### src/rtl/amba_arbiter.sv
// amba_arbiter
//   Round-robin AHB bus arbiter. It shares one AHB address/data path between
//   NMASTERS masters and parks the bus on DEFAULT_MASTER when nobody requests.
//
//   Optional feature: define AMBA_ARB_LOCK_EN to honour hlock. A master that
//   wins with hlock=1 keeps the bus until it drops hlock. Without the macro,
//   hlock is ignored and hmaster_lock stays 0.
//
// Ports
//   hclk          in   clock
//   hreset        in   synchronous reset, active-high
//   hbusreq       in   [NMASTERS]  bus request per master
//   hlock         in   [NMASTERS]  locked-transfer request per master
//   htrans        in   [2]         htrans of the muxed master (00 IDLE)
//   hready        in   bus ready; when low, every register holds
//   hgrant        out  [NMASTERS]  one-hot registered grant
//   hmaster       out  [MWIDTH]    address-phase owner, drives the master mux
//   hmaster_lock  out  current address phase is locked
//
// States
//   state  | meaning
//   PARK   | no requester, grant parked on DEFAULT_MASTER
//   OWNED  | grant held by a requesting master
//   LOCKED | grant frozen for a locked sequence (AMBA_ARB_LOCK_EN only)

module amba_arbiter #(
  parameter int NMASTERS       = 4,
  parameter int DEFAULT_MASTER = 0,
  localparam int MWIDTH        = $clog2(NMASTERS)
) (
  input  logic                hclk,
  input  logic                hreset,
  input  logic [NMASTERS-1:0] hbusreq,
  input  logic [NMASTERS-1:0] hlock,
  input  logic [1:0]          htrans,
  input  logic                hready,
  output logic [NMASTERS-1:0] hgrant,
  output logic [MWIDTH-1:0]   hmaster,
  output logic                hmaster_lock
);

`ifdef AMBA_ARB_LOCK_EN
  typedef enum logic [1:0] {PARK, OWNED, LOCKED} state_t;
  localparam logic LOCK_EN = 1'b1;
`else
  typedef enum logic {PARK, OWNED} state_t;
  localparam logic LOCK_EN = 1'b0;
`endif

  localparam logic [1:0] HTRANS_IDLE = 2'b00;

  state_t              state, state_nxt;
  logic [NMASTERS-1:0] hgrant_nxt;
  logic [MWIDTH-1:0]   owner;
  logic [MWIDTH-1:0]   winner;
  logic [MWIDTH-1:0]   idx;
  logic                found;
  logic                locked;
  logic                arb_point;

  // Owner is the index of the set grant bit; it doubles as the rotation pointer.
  always_comb begin
    owner = '0;
    for (int i = 0; i < NMASTERS; i++) begin
      if (hgrant[i]) owner = MWIDTH'(i);
    end
  end

  // Search owner+1, owner+2, ... wrapping, ending at owner itself, so a sole
  // requester that already owns the bus wins again.
  always_comb begin
    found  = 1'b0;
    winner = MWIDTH'(DEFAULT_MASTER);
    idx    = '0;
    for (int i = 1; i <= NMASTERS; i++) begin
      idx = MWIDTH'((int'(owner) + i) % NMASTERS);
      if (!found && hbusreq[idx]) begin
        found  = 1'b1;
        winner = idx;
      end
    end
  end

  always_comb begin
    state_nxt  = state;
    hgrant_nxt = hgrant;
    locked     = 1'b0;
`ifdef AMBA_ARB_LOCK_EN
    locked     = (state == LOCKED);
`endif
    arb_point  = !locked && ((state == PARK) || !hbusreq[owner] || (htrans == HTRANS_IDLE));

    if (hready) begin
      if (locked) begin
`ifdef AMBA_ARB_LOCK_EN
        // Grant held on the exit edge; normal arbitration resumes next cycle.
        if (!hlock[owner]) state_nxt = hbusreq[owner] ? OWNED : PARK;
`endif
      end else if (arb_point) begin
        hgrant_nxt = '0;
        if (found) begin
          hgrant_nxt[winner] = 1'b1;
          state_nxt          = OWNED;
`ifdef AMBA_ARB_LOCK_EN
          if (hlock[winner]) state_nxt = LOCKED;
`endif
        end else begin
          hgrant_nxt[DEFAULT_MASTER] = 1'b1;
          state_nxt                  = PARK;
        end
      end
`ifdef AMBA_ARB_LOCK_EN
      // Owner continuing a burst raises hlock: freeze from here on.
      else if (hlock[owner] && (htrans != HTRANS_IDLE)) begin
        state_nxt = LOCKED;
      end
`endif
    end
  end

  always_ff @(posedge hclk) begin
    if (hreset) begin
      state                  <= PARK;
      hgrant                 <= '0;
      hgrant[DEFAULT_MASTER] <= 1'b1;
      hmaster                <= MWIDTH'(DEFAULT_MASTER);
      hmaster_lock           <= 1'b0;
    end else if (hready) begin
      state        <= state_nxt;
      hgrant       <= hgrant_nxt;
      // Address phase follows the grant by one hready cycle.
      hmaster      <= owner;
      hmaster_lock <= hlock[owner] & LOCK_EN;
    end
  end

endmodule
### config.mk
export PLATFORM = sky130hd
export DESIGN_NAME = amba_arbiter
export DESIGN_NICKNAME = d
export VERILOG_FILES = /design/src/rtl/amba_arbiter.sv
export SDC_FILE = /design/constraint.sdc
export NUM_CORES = 1
export LEC_CHECK = 0
export CORE_MARGIN = 2
export CORE_UTILIZATION = 35
export DETAILED_ROUTE_END_ITERATION = 6
export GPL_ROUTABILITY_DRIVEN = 0
export GPL_TIMING_DRIVEN = 1
export PLACE_DENSITY = 0.69
export SYNTH_ARGS = -nofsm -noshare
export SYNTH_HDL_FRONTEND = slang
export SYNTH_SLANG_ARGS = --single-unit
### constraint.sdc
create_clock -name hclk -period 4 [get_ports hclk]
set_clock_uncertainty 0.2 [all_clocks]
set_input_delay 1.2 -clock hclk [delete_from_list [all_inputs] [get_ports hclk]]
set_output_delay 1.2 -clock hclk [all_outputs]
set_load 0.05 [all_outputs]
==> metrics.txt <==
status completed; Post-Place Cells 84; Critical Path Sink Type flip-flop; commonest non-fill, non-tap cells in the layout clkdlybuf4s50_1, nor2_1, dfxtp_1, nor2b_1, o21ai_0; Final Util around half; CP Launch Point hbusreq[2]; slew at the pin closest to its max-slew limit between 0.5 and 0.6 ns; drt drc 0; initial antenna violation count 0; Post-synth top flop dfxtp_1; CTS tree built; number of synthesized flops with an enable pin 0; pre-CTS setup slack between 0.6 and 0.7 ns; reg2reg setup slack 1.87 ns; Initial Util ~37%; nets@finish just under 90; Warnings, synthesis 0; power per cell area between 300 and 400 nW/um2; antenna viol nets, final 0; 1st-iter DRT viols 10; total global-route track usage 14.1%; wirelength, routed 1.05 mm; setup bufs post-CTS 0; hold crit path type reg -> reg; GR met2 Demand/Resource a little over a fifth; register area around 140 um2; mapped cell area around 480 um2; IO Pins 20; GR Util met1 a little under a fifth; Max clock buf depth 2; core area approximately 1300 um2; via count approximately 470; routed len/inst 11.9 um; Worst R2R Start hgrant[1]; clk_lat worst skew between 0.2 and 0.3 ns; Max VDD drop approximately 0.00018 V; # Max-Cap Violations 0; clk sinks 7; Power Total approximately 0.00025 W; #FFs+latches synth 7; sequential area share after synthesis 29.3%; Gate Count Post-Synth between 50 and 60; commonest non-fill, non-tap cell in the layout clkdlybuf4s50_1; PnR worst setup slack between 0.8 and 0.9 ns; hold_buf cts 0; detailed placement HPWL 764 um; Worst setup SP type primary input; cts repair resizes 0; Mapped Nets 71; Layout area overhead 35.1%; RSZ-0062 raised after global routing false; final worst path period share between 70% and 80%; clock root buffer clkbuf_4; Mapped Avg Cell Area a little over 8 um2; std cell rows 13; drt pass-1 iters 5; library cells used by synthesis 30; Final Max Slew Viols 0; final hold violations 0; Fin Setup TNS 0 ns; Die Area around 1700 um2; largest net degree at the start of global routing 13; vias in the first global route 380; share of layout cells above drive strength 1 9.59%; critical path type in -> reg; fillers approximately 130; CP max FO 7; ys async rst share 0%; Most Used Layer, Global Route met2; n_diodes 0; setup violators final 0; Clock Pin Slew Worst Setup and Hold Paths 0.05 ns; Multi-input gate area 309 um2; Hold Startpoint hmaster[0]; crit path DAT 3.06 ns; Peak Freq 320 MHz; Pleak roughly 0.23 nW; first-pass GRT wire length roughly 1.6 mm; CP Data Required Time slightly below 4 ns; M3 GR Usage about 1.6%; vias per std cell approximately 5.3; Worst slew margin between 60% and 70%; die width ~41 um; H-Tree Depth 1; I/O Buffers 14; fin crit period roughly 3.1 ns; GRT overflow 0; Die Height between 40 and 50 um; TritonCTS buffer count 3; Post-Layout Cell Count ~90
power by group:
group	leakage (nW)	total (W)	internal (W)	switching [W]
sequential	0.0577	0.0000863	0.0000773	0.00000893
combinational	0.160	0.0000952	0.0000407	0.0000545
clock	0.0150	0.0000637	0.0000380	0.0000256
total	0.233	0.000245	0.000156	0.0000891
critical path, stage by stage:
cell and delay, ns:
clkdlybuf4s50_1 0.53, mux2_4 0.31, a222oi_1 0.35, and3_2 0.26, a2111oi_4 0.05, o311a_1 0.36
area by class of cell:
class | count | share of cell area (%)
clock buffer | 4 | 4.07
inverter | 3 | 1.74
multi-input combinational | 45 | 47.9
sequential | 7 | 21.7
tap | 15 | 2.91
timing repair buffer | 14 | 21.7
Yosys cell counts (2+ instances only):
cell,instances,area share [%]
nor2_1,9,7.1
dfxtp_1,7,29
nor2b_1,4,5.2
o21ai_0,4,4.2
inv_1,3,2.4
a211oi_1,2,3.1
buf_2,2,2.1
mux2i_1,2,4.2
nand2_1,2,1.6
nand3_1,2,2.1
nor3b_1,2,3.1
state kept, by name, summed over array words and instances, names as in the netlist:
name,count
state,1
hmaster,2
hgrant,4
per-layer routing:
layer,wire [um],part of all wire (%),up-vias
li1,-,-,244
met4,8,0.76,0
met2,450,43,13
met5,0,0,-
met1,533,51,208
met3,53,5.1,2
final timing paths:
path	end	cells after the start
min reg2reg	hmaster[0]	2
max reg2reg	hgrant[0]	5
max	hgrant[0]	6
min	hmaster[0]	2
cells by family after synthesis:
kind of cell	share of synthesized area (%)
buffers and inverters	6.02
other	0.785
AO/OA/AOI/OAI	29.1
multiplexers	7.33
AND/OR/NAND/NOR	27.5
flip-flops	29.3
through the flow:
step                hold WS, ns  area, um2
floorplan                 0.257        478
global placement          0.277        619
detailed placement        0.281        619
CTS                       0.284        646
global route              0.322        646
finish                    0.281        646
(Power assumes the default switching activity.)
